<file path="config.mk">
export PLATFORM = sky130hd
export DESIGN_NAME = aim65_term_ctrl
export DESIGN_NICKNAME = d
export VERILOG_FILES = /design/src/rtl/aim65_term_ctrl.sv
export SDC_FILE = /design/constraint.sdc
export NUM_CORES = 1
export LEC_CHECK = 0
export CAP_MARGIN = 5
export CORE_MARGIN = 1.5
export CORE_UTILIZATION = 50
export CTS_BUF_LIST = sky130_fd_sc_hd__clkbuf_4 sky130_fd_sc_hd__clkbuf_8
export CTS_CLUSTER_DIAMETER = 120
export DETAILED_ROUTE_END_ITERATION = 12
export GPL_TIMING_DRIVEN = 0
export PLACE_DENSITY = 0.77
export REMOVE_ABC_BUFFERS = 1
export SYNTH_ARGS = -nofsm -noshare
export SYNTH_HDL_FRONTEND = slang
export SYNTH_SLANG_ARGS = --single-unit
</file>
<file path="constraint.sdc">
create_clock -name cpu_clk -period 6.71 [get_ports cpu_clk]
set_input_delay 2.013 -clock cpu_clk [delete_from_list [all_inputs] [get_ports cpu_clk]]
set_output_delay 2.013 -clock cpu_clk [all_outputs]
set_load 0.02 [all_outputs]
</file>
<file path="src/rtl/aim65_term_ctrl.sv">
// Byte-stream terminal sequencer for the aim65_video char RAM: tracks a COLS x ROWS cursor and scroll base.
// Printable byte: accept at N, write strobe at N+1, ready again at N+2; scroll and clear hold off input while busy.
module aim65_term_ctrl #(
  parameter int COLS        = 40,
  parameter int ROWS        = 25,
  parameter int SCROLL_HOLD = 8,
  parameter int SCROLL_WAIT = 64,
  parameter int CLEAR_WAIT  = 1024
) (
  input  logic       cpu_clk,
  input  logic       reset,
  input  logic       in_valid,
  input  logic [7:0] in_data,
  output logic       in_ready,
  output logic       video_ce,
  output logic       video_we,
  output logic [9:0] video_addr,
  output logic [7:0] video_data,
  output logic       video_clear,
  output logic       video_vscroll,
  output logic [5:0] cursor_col,
  output logic [4:0] cursor_row,
  output logic       busy
);

  localparam logic [2:0] S_IDLE   = 3'd0;
  localparam logic [2:0] S_WRITE  = 3'd1;
  localparam logic [2:0] S_SCROLL = 3'd2;
  localparam logic [2:0] S_SWAIT  = 3'd3;
  localparam logic [2:0] S_CLEAR  = 3'd4;
  localparam logic [2:0] S_CWAIT  = 3'd5;

  localparam logic [10:0] RING    = 11'(COLS * ROWS);
  localparam logic [10:0] COLS_W  = 11'(COLS);
  localparam logic [5:0]  COL_MAX = 6'(COLS - 1);
  localparam logic [4:0]  ROW_MAX = 5'(ROWS - 1);
  localparam logic [10:0] HOLD_M1 = 11'(SCROLL_HOLD - 1);
  localparam logic [10:0] SW_M1   = 11'(SCROLL_WAIT - 1);
  localparam logic [10:0] CW_M1   = 11'(CLEAR_WAIT - 1);

  logic [2:0]  state_q, state_d;
  logic [5:0]  col_q, col_d;
  logic [4:0]  row_q, row_d;
  logic [9:0]  base_q, base_d;
  logic [7:0]  data_q, data_d;
  logic [10:0] cnt_q, cnt_d;

  logic [10:0] addr_sum, base_sum;
  logic [9:0]  addr_phys, base_next;
  logic        accept, do_nl;

  // Ring addressing: the sum never reaches 2*RING, so one conditional subtract suffices.
  assign addr_sum  = 11'(base_q) + 11'(row_q) * COLS_W + 11'(col_q);
  assign addr_phys = (addr_sum >= RING) ? 10'(addr_sum - RING) : addr_sum[9:0];
  assign base_sum  = 11'(base_q) + COLS_W;
  assign base_next = (base_sum >= RING) ? 10'(base_sum - RING) : base_sum[9:0];

  assign in_ready = (state_q == S_IDLE) && !reset;
  assign accept   = in_valid && in_ready;

  always_comb begin
    state_d = state_q;
    col_d   = col_q;
    row_d   = row_q;
    base_d  = base_q;
    data_d  = data_q;
    cnt_d   = cnt_q;
    do_nl   = 1'b0;
    case (state_q)
      S_IDLE: begin
        if (accept) begin
          data_d = in_data;
          if (in_data >= 8'h20 && in_data <= 8'h7E) begin
            state_d = S_WRITE;
          end else begin
            case (in_data)
              8'h0D: col_d = '0;
              8'h0A: do_nl = 1'b1;
              8'h08: if (col_q != '0) col_d = col_q - 6'd1;
              8'h0C: begin
                state_d = S_CLEAR;
                col_d   = '0;
                row_d   = '0;
                base_d  = '0;
              end
              default: ;
            endcase
          end
        end
      end
      S_WRITE: begin
        state_d = S_IDLE;
        if (col_q < COL_MAX) begin
          col_d = col_q + 6'd1;
        end else begin
          col_d = '0;
          do_nl = 1'b1;
        end
      end
      S_SCROLL: begin
        if (cnt_q == '0) begin
          state_d = S_SWAIT;
          cnt_d   = SW_M1;
        end else begin
          cnt_d = cnt_q - 11'd1;
        end
      end
      S_SWAIT, S_CWAIT: begin
        if (cnt_q == '0) state_d = S_IDLE;
        else             cnt_d   = cnt_q - 11'd1;
      end
      S_CLEAR: begin
        state_d = S_CWAIT;
        cnt_d   = CW_M1;
      end
      default: state_d = S_IDLE;
    endcase

    // Line feed on the last row leaves the cursor there and moves the ring base instead.
    if (do_nl) begin
      if (row_q < ROW_MAX) begin
        row_d = row_q + 5'd1;
      end else begin
        state_d = S_SCROLL;
        cnt_d   = HOLD_M1;
        base_d  = base_next;
      end
    end
  end

  always_ff @(posedge cpu_clk or posedge reset) begin
    if (reset) begin
      state_q <= S_IDLE;
      col_q   <= '0;
      row_q   <= '0;
      base_q  <= '0;
      data_q  <= '0;
      cnt_q   <= '0;
    end else begin
      state_q <= state_d;
      col_q   <= col_d;
      row_q   <= row_d;
      base_q  <= base_d;
      data_q  <= data_d;
      cnt_q   <= cnt_d;
    end
  end

  assign video_ce      = (state_q == S_WRITE);
  assign video_we      = video_ce;
  assign video_addr    = video_ce ? addr_phys : '0;
  assign video_data    = video_ce ? data_q : '0;
  assign video_clear   = (state_q == S_CLEAR);
  assign video_vscroll = (state_q == S_SCROLL);
  assign cursor_col    = col_q;
  assign cursor_row    = row_q;
  assign busy          = (state_q != S_IDLE);

endmodule
</file>
==> results.yml <==
power_and_ir_drop:
  swShare_pct: 47.2
  power_density_nw_per_um2: 381
  seq_pwr_share_pct: 23.8
  intPower_w: 0.000871
  share_comb_of_total_power_pct: 65.7
  ir_worst_vdd_v: 0.000172
  power.switching_w: 0.000780
  static-leakage-power_nw: 1.92
  clkPwrFrac_pct: 10.5
critical_path:
  crit_top_cell: "sky130_fd_sc_hd__ha_1"
  r2r_end: "cursor_col[3]"
  critical-path-max-stage-delay_ns: 0.57
  worst_setup_path_end_kind: "primary output"
  worst-setup-path-type: "flip-flop to primary output"
  critical_path.top_delay_family: "adder cells"
  worst_path_required_time_ns: 4.70
  reg_to_reg_startpoint: "state_q[0]"
  reg2reg_slack_ns: 3.71
  worstSetupEndpoint: "video_addr[7]"
  rr_worst_depth: 8
  worstPathCellList: "ha_1 > ha_1 > fa_1 > ha_1 > ha_1 > or4b_1 > o2111ai_2 > and4_1 > and3_2 > nand4b_1 > nand3_1 > clkdlybuf4s50_1"
  critPathArrivalTime_ns: 4.45
  timing.critical_path.fanout_max: 8
  cp_max_delay_cell: "sky130_fd_sc_hd__or4b_1"
  setup.worst_path.start: "cursor_row[1]"
  setup.worst_path.start_class: "flip-flop"
  number_of_gates_on_the_worst_path_with_buffers_counted: 12
  cp_bufs_invs: 1
layout:
  layout.core_utilization_pct: 60.3
  final_stage_net_count: 519
  most_frequent_standard_cell_in_the_layout_excluding_fill_and_tap_cells: "sky130_fd_sc_hd__nor2_1"
  final_layout_size_suffix_gt1_share_pct: 7.81
  area_growth_pct: 18.1
  layout.cells.most_common_list: "45 x sky130_fd_sc_hd__nor2_1, 41 x sky130_fd_sc_hd__dfrtp_1, 39 x sky130_fd_sc_hd__nand2_1, 39 x sky130_fd_sc_hd__clkdlybuf4s50_1, 31 x sky130_fd_sc_hd__a21oi_1"
  antenna-diode-count: 0
synth:
  yosysUniqueCellTypes: 64
  synth.cell_area_um2: 3670
  dominantRegCellSynth: "sky130_fd_sc_hd__dfrtp_1"
  share_of_synthesized_area_occupied_by_flip_flops_and_latches_pct: 29.4
  post_synth_inst_count: 437
  synth_area_per_cell_um2: 8.39
  synth.ff_latch_count: 43
  synth-warning-count: 0
  postSynth.asyncResetShare_pct: 100
  number_of_flops_mapped_to_enable_cells_by_yosys: 0
detailed_routing:
  routed-via-count: 3378
  viasPerCell: 5.90
  postRouteWirelength_mm: 8.41
  drt_iter0_markers: 214
  avgRoutedWirePerCell_um: 14.7
  detail_route.first_pass.iterations: 4
  drt_drc_violations_left: 0
  drt.antenna.violating_nets: 0
grt:
  grt_start_max_net_pins: 31
  grt_util_all_layers_pct: 22.4
  grt_remaining_overflow: 0
  antenna_violations_before_repair: 0
  vias_in_the_first_global_route: 3138
  global_route_wire_length_before_repair_mm: 13.9
floorplan:
  die_w_um: 88.6
  dieArea_um2: 7850
  ios: 46
  chipHeight_um: 88.6
  coreArea_um2: 7180
  start_util_pct: 51.1
  rows: 31
cts:
  clkLatencyLatePin_ns: 0.30
  cts_buffer_depth: 2
  htree_levels: 2
  clkSlewWorstSetupHoldPaths_ns: 0.08
  clock-sinks: 43
  cts_made_buffers: 5
  cts_root_cell: "sky130_fd_sc_hd__clkbuf_8"
  cts_tree: "done"
sta:
  slew_violations: 0
  worst_slew_pin_slew_ns: 0.946
  grt_setup_unrepaired: "false"
  timing.setup.tns_ns: 0
  maxClockFrequency_mhz: 155
  final-setup-viol-count: 0
  layout_worst_path_cycle_share_pct: 96.3
  report.final.hold_viol_count: 0
  clock-skew-final_ns: 0.00822
  min_clock_period_post_route_ns: 6.46
  worst_slew_margin_rel_pct: 36.8
  timing.final.ws_setup_ns: 0.246
job:
  max_cap_violations: 0
placement:
  gpl.final_weighted_congestion: 0.854
  place_worst_setup_slack_ns: 0.112
  port_buffers: 45
  hpwlAfterDp_mm: 6.07
min_path:
  hp-class: "flip-flop to flip-flop"
status:
  outcome: "finished clean"
==> state kept, by name (all words and copies together), names as in the netlist <==
name and flops:
base_q 10, cnt_q 11, cursor_col 6, cursor_row 5, data_q 8, state_q 3
==> synth_stat cells (all sizes together), types with 13 or more instances <==
library cell | count | area (um^2)
ha | 30 | 375
a21oi | 32 | 160
inv | 20 | 75.1
clkbuf | 13 | 48.8
o22ai | 13 | 81.3
nand3 | 13 | 70.1
nor2 | 45 | 169
and2 | 19 | 119
nand2 | 39 | 146
dfrtp | 43 | 1080
o21ai | 24 | 120
==> cell families after synthesis <==
group	Yosys count	synth area share (%)
flip-flops	43	29.4
multiplexers	12	3.55
buffers and inverters	39	4.33
AO/OA/AOI/OAI	120	21.3
AND/OR/NAND/NOR	171	24.5
XOR/XNOR	17	4.06
adder cells (fa/ha/maj)	35	13.0
==> power by group through the flow <==
| stage | Clock, W | Sequential [W] | Combinational, W |
|---|---|---|---|
| finish | 0.000173 | 0.000393 | 0.00108 |
| global route | 0.000186 | 0.000404 | 0.00121 |
| CTS | 0.000177 | 0.000393 | 0.00104 |
| detailed placement | 0 | 0.000397 | 0.00101 |
| global placement | 0 | 0.000396 | 0.000978 |
| floorplan | 0 | 0.000407 | 0.000726 |
==> metal layers <==
layer,share of wire [%],up-vias,wire length (um),global-route usage (%)
li1,-,1675,-,-
met1,45,1609,3790,28.5
met2,49,84,4140,38.3
met3,4.1,10,346,3.45
met4,1.6,0,131,8.38
met5,0,-,0,0
==> what timing repair did <==
action                                  CTS  global route
buffers inserted                          0             1
endpoints found under the setup margin    7             7
gates resized for setup                   5            10
hold buffers                              0             0
pin swaps                                 0             1
==> worst min path at each step <==
stage | from | end | slack [ns] | depth (start not counted)
after floorplan | data_q[0] | data_q[0] | 0.47 | 1
after global placement | data_q[7] | data_q[7] | 0.48 | 1
after detailed placement | data_q[3] | data_q[3] | 0.49 | 1
after CTS | data_q[3] | data_q[3] | 0.50 | 1
after global routing | data_q[3] | data_q[3] | 0.53 | 1
final | data_q[3] | data_q[3] | 0.50 | 1
==> final cells by class <==
class,instances,area [um^2]
inverters,20,75.1
repair buffers,48,498
clock inverters,1,5.00
well taps,99,124
fillers,628,2850
multi-input cells,355,2460
clock buffers,7,83.8
flip-flops and latches,43,1080
==> worst reg2reg max path, cell delays in order, from the launching register on <==
cell                       delay (ns)
sky130_fd_sc_hd__dfrtp_1         0.70
sky130_fd_sc_hd__nand2b_1        0.29
sky130_fd_sc_hd__or2_2           0.45
sky130_fd_sc_hd__inv_1           0.48
sky130_fd_sc_hd__a21oi_1         0.34
sky130_fd_sc_hd__o21a_1          0.20
sky130_fd_sc_hd__o22ai_1         0.14
sky130_fd_sc_hd__nand2_1         0.08
sky130_fd_sc_hd__a22o_1          0.22
==> per-stage QoR <==
step	cells	total power, W	hold slack [ns]	instance area (um^2)
global placement	562	0.00137	0.482	4160
floorplan	418	0.00113	0.471	3580
global route	573	0.00180	0.527	4330
detailed placement	563	0.00141	0.487	4180
finish	573	0.00165	0.501	4330
CTS	571	0.00161	0.505	4290
(Power assumes the default switching activity.)
